--- config.mk ---
export PLATFORM = sky130hd
export DESIGN_NAME = ysyx_24110006_sys_ctrl_flat
export DESIGN_NICKNAME = d
export VERILOG_FILES = /design/src/rtl/ysyx_24110006_sys_ctrl_if.sv /design/src/rtl/ysyx_24110006_sys_ctrl.sv /design/src/flat_wrapper.sv
export SDC_FILE = /design/constraint.sdc
export NUM_CORES = 1
export LEC_CHECK = 0
export ABC_AREA = 1
export CAP_MARGIN = 0
export CELL_PAD_IN_SITES_DETAIL_PLACEMENT = 0
export CELL_PAD_IN_SITES_GLOBAL_PLACEMENT = 1
export CORE_MARGIN = 1
export CORE_UTILIZATION = 30
export CTS_BUF_LIST = sky130_fd_sc_hd__clkbuf_4
export DETAILED_ROUTE_END_ITERATION = 7
export PLACE_DENSITY_LB_ADDON = 0.12
export SLEW_MARGIN = 20
export SYNTH_ARGS = -nofsm -noshare
export SYNTH_HDL_FRONTEND = slang
export SYNTH_SLANG_ARGS = --single-unit
--- constraint.sdc ---
create_clock -name i_clock -period 2.1 [get_ports i_clock]
set_clock_uncertainty 0.15 [all_clocks]
set_input_delay 0.42 -clock i_clock [delete_from_list [all_inputs] [get_ports i_clock]]
set_output_delay 0.42 -clock i_clock [all_outputs]
set_load 0.01 [all_outputs]
--- src/rtl/ysyx_24110006_sys_ctrl_if.sv ---
// Pipeline handshake plus CSR-file request/response bundle for the system-instruction sequencer.
// master is the sequencer's view, slave is the pipeline/CSR-file side.
interface ysyx_24110006_sys_ctrl_if;
  logic        i_in_valid;
  logic        o_in_ready;
  logic [1:0]  i_sys;
  logic [2:0]  i_funct3;
  logic [11:0] i_csr_addr;
  logic [4:0]  i_rs1_idx;
  logic [31:0] i_rs1_val;
  logic [31:0] i_pc;
  logic [1:0]  o_csr_t;
  logic [11:0] o_csr_r;
  logic [11:0] o_csr_w;
  logic [31:0] o_csr_wdata;
  logic [3:0]  o_csr_mcause;
  logic        o_csr_exception;
  logic        o_csr_mret;
  logic [31:0] o_csr_pc;
  logic        o_csr_valid;
  logic [31:0] i_csr_rdata;
  logic [31:0] i_csr_upc;
  logic        o_out_valid;
  logic        i_out_ready;
  logic        o_rd_we;
  logic [31:0] o_rd_data;
  logic        o_redirect;
  logic [31:0] o_redirect_pc;
  logic        o_illegal;

  modport master (
    input  i_in_valid, i_sys, i_funct3, i_csr_addr, i_rs1_idx, i_rs1_val, i_pc,
    input  i_csr_rdata, i_csr_upc, i_out_ready,
    output o_in_ready, o_csr_t, o_csr_r, o_csr_w, o_csr_wdata, o_csr_mcause,
    output o_csr_exception, o_csr_mret, o_csr_pc, o_csr_valid,
    output o_out_valid, o_rd_we, o_rd_data, o_redirect, o_redirect_pc, o_illegal
  );

  modport slave (
    output i_in_valid, i_sys, i_funct3, i_csr_addr, i_rs1_idx, i_rs1_val, i_pc,
    output i_csr_rdata, i_csr_upc, i_out_ready,
    input  o_in_ready, o_csr_t, o_csr_r, o_csr_w, o_csr_wdata, o_csr_mcause,
    input  o_csr_exception, o_csr_mret, o_csr_pc, o_csr_valid,
    input  o_out_valid, o_rd_we, o_rd_data, o_redirect, o_redirect_pc, o_illegal
  );
endinterface

--- src/rtl/ysyx_24110006_sys_ctrl.sv ---
// CSR / ECALL / MRET sequencer: runs one system instruction as a short multi-cycle
// sequence against the CSR file and returns writeback and PC-redirect results.
module ysyx_24110006_sys_ctrl (
  input  logic                            i_clock,
  input  logic                            i_reset,
  ysyx_24110006_sys_ctrl_if.master        bus
);
  localparam logic [2:0] IDLE  = 3'd0;
  localparam logic [2:0] READ  = 3'd1;
  localparam logic [2:0] WRITE = 3'd2;
  localparam logic [2:0] TRAP  = 3'd3;
  localparam logic [2:0] RET   = 3'd4;
  localparam logic [2:0] RESP  = 3'd5;

  logic [2:0]  state_reg, state_next;
  logic [2:0]  funct3_reg;
  logic [11:0] addr_reg;
  logic [4:0]  rs1_idx_reg;
  logic [31:0] rs1_val_reg;
  logic [31:0] pc_reg;
  logic [31:0] old_reg;
  logic        rd_we_reg;
  logic [31:0] rd_data_reg;
  logic        redirect_reg;
  logic [31:0] redirect_pc_reg;
  logic        illegal_reg;

  logic [31:0] operand;
  logic [31:0] new_val;
  logic        wr_en;
  logic        write_strobe;
  logic        trap_strobe;

  // funct3[2] selects the zimm forms; set/clear with x0/zimm=0 must not touch the CSR.
  always_comb begin
    operand = funct3_reg[2] ? {27'b0, rs1_idx_reg} : rs1_val_reg;
    case (funct3_reg[1:0])
      2'b01:   new_val = operand;
      2'b10:   new_val = old_reg | operand;
      2'b11:   new_val = old_reg & ~operand;
      default: new_val = old_reg;
    endcase
    wr_en = (funct3_reg[1:0] == 2'b01) |
            ((funct3_reg[1:0] != 2'b00) & (rs1_idx_reg != 5'd0));
  end

  always_comb begin
    state_next = state_reg;
    case (state_reg)
      IDLE: begin
        if (bus.i_in_valid) begin
          case (bus.i_sys)
            2'b00:   state_next = READ;
            2'b01:   state_next = TRAP;
            2'b10:   state_next = RET;
            default: state_next = RESP;
          endcase
        end
      end
      READ:             state_next = WRITE;
      WRITE, TRAP, RET: state_next = RESP;
      RESP:             if (bus.i_out_ready) state_next = IDLE;
      default:          state_next = IDLE;
    endcase
  end

  always_ff @(posedge i_clock or negedge i_reset) begin
    if (!i_reset) begin
      state_reg       <= IDLE;
      funct3_reg      <= 3'd0;
      addr_reg        <= 12'd0;
      rs1_idx_reg     <= 5'd0;
      rs1_val_reg     <= 32'd0;
      pc_reg          <= 32'd0;
      old_reg         <= 32'd0;
      rd_we_reg       <= 1'b0;
      rd_data_reg     <= 32'd0;
      redirect_reg    <= 1'b0;
      redirect_pc_reg <= 32'd0;
      illegal_reg     <= 1'b0;
    end else begin
      state_reg <= state_next;
      case (state_reg)
        IDLE: begin
          if (bus.i_in_valid) begin
            funct3_reg      <= bus.i_funct3;
            addr_reg        <= bus.i_csr_addr;
            rs1_idx_reg     <= bus.i_rs1_idx;
            rs1_val_reg     <= bus.i_rs1_val;
            pc_reg          <= bus.i_pc;
            rd_we_reg       <= 1'b0;
            rd_data_reg     <= 32'd0;
            redirect_reg    <= 1'b0;
            redirect_pc_reg <= 32'd0;
            illegal_reg     <= (bus.i_sys == 2'b11);
          end
        end
        READ: old_reg <= bus.i_csr_rdata;
        WRITE: begin
          rd_data_reg <= old_reg;
          rd_we_reg   <= 1'b1;
        end
        // i_csr_upc is mtvec in TRAP and mepc in RET, sampled before the CSR update lands.
        TRAP, RET: begin
          redirect_pc_reg <= bus.i_csr_upc;
          redirect_reg    <= 1'b1;
        end
        default: ;
      endcase
    end
  end

  assign write_strobe = (state_reg == WRITE) & wr_en;
  assign trap_strobe  = (state_reg == TRAP);

  assign bus.o_in_ready      = (state_reg == IDLE);
  assign bus.o_csr_t         = trap_strobe ? 2'b11 : (write_strobe ? 2'b01 : 2'b00);
  assign bus.o_csr_r         = addr_reg;
  assign bus.o_csr_w         = addr_reg;
  assign bus.o_csr_wdata     = write_strobe ? new_val : 32'd0;
  assign bus.o_csr_mcause    = trap_strobe ? 4'hb : 4'h0;
  assign bus.o_csr_exception = trap_strobe;
  assign bus.o_csr_mret      = (state_reg == RET);
  assign bus.o_csr_pc        = pc_reg;
  assign bus.o_csr_valid     = write_strobe | trap_strobe;
  assign bus.o_out_valid     = (state_reg == RESP);
  assign bus.o_rd_we         = rd_we_reg;
  assign bus.o_rd_data       = rd_data_reg;
  assign bus.o_redirect      = redirect_reg;
  assign bus.o_redirect_pc   = redirect_pc_reg;
  assign bus.o_illegal       = illegal_reg;
endmodule

--- src/flat_wrapper.sv ---
// flat-port wrapper written by rule: the top's interface ports become plain ports
module ysyx_24110006_sys_ctrl_flat 
  (i_clock, i_reset, bus_i_in_valid, bus_i_sys, bus_i_funct3, bus_i_csr_addr, bus_i_rs1_idx, bus_i_rs1_val, bus_i_pc, bus_i_csr_rdata, bus_i_csr_upc, bus_i_out_ready, bus_o_in_ready, bus_o_csr_t, bus_o_csr_r, bus_o_csr_w, bus_o_csr_wdata, bus_o_csr_mcause, bus_o_csr_exception, bus_o_csr_mret, bus_o_csr_pc, bus_o_csr_valid, bus_o_out_valid, bus_o_rd_we, bus_o_rd_data, bus_o_redirect, bus_o_redirect_pc, bus_o_illegal);
  ysyx_24110006_sys_ctrl_if bus_i ();
  input  logic i_clock;
  input  logic i_reset;
  input wire logic [$bits(bus_i.i_in_valid)-1:0] bus_i_in_valid;
  input wire logic [$bits(bus_i.i_sys)-1:0] bus_i_sys;
  input wire logic [$bits(bus_i.i_funct3)-1:0] bus_i_funct3;
  input wire logic [$bits(bus_i.i_csr_addr)-1:0] bus_i_csr_addr;
  input wire logic [$bits(bus_i.i_rs1_idx)-1:0] bus_i_rs1_idx;
  input wire logic [$bits(bus_i.i_rs1_val)-1:0] bus_i_rs1_val;
  input wire logic [$bits(bus_i.i_pc)-1:0] bus_i_pc;
  input wire logic [$bits(bus_i.i_csr_rdata)-1:0] bus_i_csr_rdata;
  input wire logic [$bits(bus_i.i_csr_upc)-1:0] bus_i_csr_upc;
  input wire logic [$bits(bus_i.i_out_ready)-1:0] bus_i_out_ready;
  output wire logic [$bits(bus_i.o_in_ready)-1:0] bus_o_in_ready;
  output wire logic [$bits(bus_i.o_csr_t)-1:0] bus_o_csr_t;
  output wire logic [$bits(bus_i.o_csr_r)-1:0] bus_o_csr_r;
  output wire logic [$bits(bus_i.o_csr_w)-1:0] bus_o_csr_w;
  output wire logic [$bits(bus_i.o_csr_wdata)-1:0] bus_o_csr_wdata;
  output wire logic [$bits(bus_i.o_csr_mcause)-1:0] bus_o_csr_mcause;
  output wire logic [$bits(bus_i.o_csr_exception)-1:0] bus_o_csr_exception;
  output wire logic [$bits(bus_i.o_csr_mret)-1:0] bus_o_csr_mret;
  output wire logic [$bits(bus_i.o_csr_pc)-1:0] bus_o_csr_pc;
  output wire logic [$bits(bus_i.o_csr_valid)-1:0] bus_o_csr_valid;
  output wire logic [$bits(bus_i.o_out_valid)-1:0] bus_o_out_valid;
  output wire logic [$bits(bus_i.o_rd_we)-1:0] bus_o_rd_we;
  output wire logic [$bits(bus_i.o_rd_data)-1:0] bus_o_rd_data;
  output wire logic [$bits(bus_i.o_redirect)-1:0] bus_o_redirect;
  output wire logic [$bits(bus_i.o_redirect_pc)-1:0] bus_o_redirect_pc;
  output wire logic [$bits(bus_i.o_illegal)-1:0] bus_o_illegal;
  assign bus_i.i_in_valid = bus_i_in_valid;
  assign bus_i.i_sys = bus_i_sys;
  assign bus_i.i_funct3 = bus_i_funct3;
  assign bus_i.i_csr_addr = bus_i_csr_addr;
  assign bus_i.i_rs1_idx = bus_i_rs1_idx;
  assign bus_i.i_rs1_val = bus_i_rs1_val;
  assign bus_i.i_pc = bus_i_pc;
  assign bus_i.i_csr_rdata = bus_i_csr_rdata;
  assign bus_i.i_csr_upc = bus_i_csr_upc;
  assign bus_i.i_out_ready = bus_i_out_ready;
  assign bus_o_in_ready = bus_i.o_in_ready;
  assign bus_o_csr_t = bus_i.o_csr_t;
  assign bus_o_csr_r = bus_i.o_csr_r;
  assign bus_o_csr_w = bus_i.o_csr_w;
  assign bus_o_csr_wdata = bus_i.o_csr_wdata;
  assign bus_o_csr_mcause = bus_i.o_csr_mcause;
  assign bus_o_csr_exception = bus_i.o_csr_exception;
  assign bus_o_csr_mret = bus_i.o_csr_mret;
  assign bus_o_csr_pc = bus_i.o_csr_pc;
  assign bus_o_csr_valid = bus_i.o_csr_valid;
  assign bus_o_out_valid = bus_i.o_out_valid;
  assign bus_o_rd_we = bus_i.o_rd_we;
  assign bus_o_rd_data = bus_i.o_rd_data;
  assign bus_o_redirect = bus_i.o_redirect;
  assign bus_o_redirect_pc = bus_i.o_redirect_pc;
  assign bus_o_illegal = bus_i.o_illegal;
  ysyx_24110006_sys_ctrl u_core (.i_clock(i_clock), .i_reset(i_reset), .bus(bus_i));
endmodule
==> flow_summary.json <==
{
  "cts_tree": "built",
  "drv_cap": 0,
  "timing.fmax_mhz": 409,
  "antenna_found_initial": 3,
  "drc": 0,
  "worst_setup_path_end_kind": "output port",
  "via_count": 7809,
  "grt_usage_pct": 20.8,
  "clockRootBuffer": "clkbuf_4",
  "final-hold-violation-count": 0,
  "swShare_pct": 43.5,
  "cellInternalPower_uw": 9380,
  "crit_path_top_delay_cell": "dfrtp_1",
  "yosys_most_used_dff": "dfrtp_1",
  "dieArea_mm2": 0.0278,
  "final_cells": 1734,
  "synth_warnings": 0,
  "htree_levels": 4,
  "seq_area_frac_synth_pct": 57.1,
  "startpoint_type": "flop",
  "hp-class": "primary input to async pin",
  "syn_inst": 1020,
  "first_pass_iters": 5,
  "clk_latency_ps": 570,
  "syn_area_mm2": 0.00815,
  "synthesis.nets": 1174,
  "netlist.area_leader.share_pct": 57.1,
  "fin_util_pct": 47.9,
  "hpwl_um": 19700,
  "p_leak_uw": 0.00689,
  "period_needed_ps": 2450,
  "core_area_mm2": 0.0264,
  "relSlewSlack_pct": 54.9,
  "hold_slack_ps": 210,
  "wl_per_cell_um": 16.4,
  "die_h_um": 167,
  "pre_cts_ws_ps": -272,
  "vias_per_cell": 4.50,
  "finalCritPeriodShare_pct": 116,
  "clk_pin_slew_ps": 180,
  "drive_above_1_share_pct": 17.1,
  "pwr_density_cell_mw_per_mm2": 1320,
  "yosysUniqueCellTypes": 23,
  "rows": 59,
  "initial_core_util_pct": 30.9,
  "rsz0062_at_grt": "yes",
  "p_switching_uw": 7220,
  "yosys-top-cells-count": "nand2_1 (574), dfrtp_1 (186), nand3_1 (108)",
  "worst_slack_ps": -345,
  "areaGrowthSynthToFinish_pct": 54.8,
  "maxSlewViolCount": 0,
  "power_frac_clock_pct": 11.3,
  "critical_path_class": "flop to output port",
  "yosysTopAreaCell": "dfrtp_1",
  "fin_setup_tns_ps": -9680,
  "synth-seq-cells": 186,
  "numPortBuffers": 318,
  "syn_avg_cell_area_um2": 7.99,
  "cp.required_ps": 1530,
  "place_inst": 1661,
  "setup_viol": 39,
  "grt_max_degree": 52,
  "pwr-share-seq_pct": 36.2,
  "combinationalPowerShare_pct": 52.5,
  "synth_area_leaders": "dfrtp_1 (57%), nand2_1 (26%), nand3_1 (6.6%)",
  "arrival_ps": 1880,
  "synth_edf_count": 0,
  "cp_cell_sequence": "inv_2 -> nor2_2 -> nand3_2 -> nand3_4 -> buf_12 -> a21oi_2 -> clkdlybuf4s15_2",
  "max-vdd-ir-drop_mv": 0.563,
  "cts.sinks": 186,
  "status": "finished with violations",
  "wirelength_um": 28400,
  "place.gp.congestion": 0.778,
  "ioPinCount": 320,
  "drt_iter0_drc": 504,
  "postRouteAntennaNets": 0,
  "grt_pass1_vias": 7867,
  "clock_path_buffers": 2,
  "overflow": 0,
  "worstPathMaxFanout": 20,
  "nets": 1540,
  "violations": "negative setup slack",
  "crit_path_max_incr_delay_ps": 430,
  "numCtsBuffers": 17,
  "grt_pass1_wl_um": 44900,
  "tightest_slew_ps": 676,
  "die_w_um": 167,
  "synth.most_common_cell": "nand2_1",
  "synthArstFlopShare_pct": 100
}
-- power groups by stage --
stage / Sequential (uW) / Combinational, uW / Clock [uW]
3_5_place_dp: 6110 / 8560 / 0
5_1_grt: 6220 / 9720 / 2110
2_1_floorplan: 6340 / 4000 / 0
4_1_cts: 6010 / 8520 / 1970
3_3_place_gp: 6080 / 8510 / 0
6_report: 6010 / 8710 / 1870
-- critical path: cells and delay by family (launching register included) --
kind | cells | cell delay (ps)
DFF | 1 | 430
and+or+nand+nor | 3 | 220
buffers and inverters | 3 | 530
AOI/OAI and AO/OA | 1 | 140
-- metal layers --
layer / routed length, um / global-route usage, % / up-vias
met4: 344 / 4.63 / 0
met3: 2210 / 7.37 / 17
met2: 13600 / 34.6 / 226
li1: - / - / 3904
met5: 0 / 0 / -
met1: 12300 / 25.9 / 3662
-- area by class of cell --
type                       instances  area (um2)
fill                            2668       13700
sequential                       186        4650
timing repair buffer             424        3980
multi-input combinational        743        3260
tap                              335         419
clock buffer                      18         135
clock inverter                    12         106
inverter                          14        55.1
antenna                            2        5.00
-- worst paths after layout --
path                                 startpoint                       to  slack, ps  depth (start not counted)
setup / recovery           u_core.funct3_reg[1]       bus_o_csr_wdata[4]       -350                          7
hold / removal                          i_reset  u_core.bus.o_rd_data[5]        210                          2
setup reg to reg            u_core.state_reg[0]   u_core.rs1_val_reg[26]        210                          8
hold reg to reg              u_core.bus.o_rd_we       u_core.bus.o_rd_we        330                          2
max in group asynchronous               i_reset       u_core.old_reg[25]        960                          3
min in group i_clock               bus_i_pc[12]  u_core.bus.o_csr_pc[12]        210                          3
-- per-stage QoR --
| stage | total power (uW) | instance area (um2) |
|---|---|---|
| global placement | 14600 | 12000 |
| floorplan | 10300 | 8150 |
| global route | 18100 | 12600 |
| finish | 16600 | 12600 |
| detailed placement | 14700 | 12000 |
| CTS | 16500 | 12300 |
-- cell usage in the layout (no fill, tap or decap), types with 2 or more instances in the layout --
cell	Yosys	routed
nand2_1	574	567
nand3_1	108	105
diode_2	0	2
buf_8	0	4
buf_4	19	73
o21ai_0	4	3
a21oi_2	0	26
inv_1	8	4
nand4_1	5	5
a21oi_4	0	2
nor2_1	9	6
dlygate4sd2_1	0	117
dlymetal6s2s_1	0	6
dfrtp_1	186	186
inv_2	6	9
nor3_4	0	2
nor2_4	1	2
clkbuf_4	0	18
buf_12	0	14
clkinvlp_4	0	3
inv_6	0	6
buf_2	35	34
nor2_2	1	3
inv_8	0	2
nand2_4	0	2
nand2_2	2	6
clkdlybuf4s50_1	0	152
buf_6	1	19
a21oi_1	33	5
nand3_2	1	3
-- logic make-up after synthesis --
logic type             Yosys count  synth area share, %
other                            1               0.0460
AOI/OAI and AO/OA               38                 2.33
buffers and inverters           91                 5.70
DFF                            186                 57.1
and+or+nand+nor                704                 34.8
-- repair_timing --
action                     CTS  global route
hold buffers                 1             0
setup endpoints to repair  159            48
pin swaps                    6             8
hold endpoints to repair    99             0
resized for setup          338            43
buffers inserted            27            14
cloned                       2             1
(Power assumes the default switching activity.)
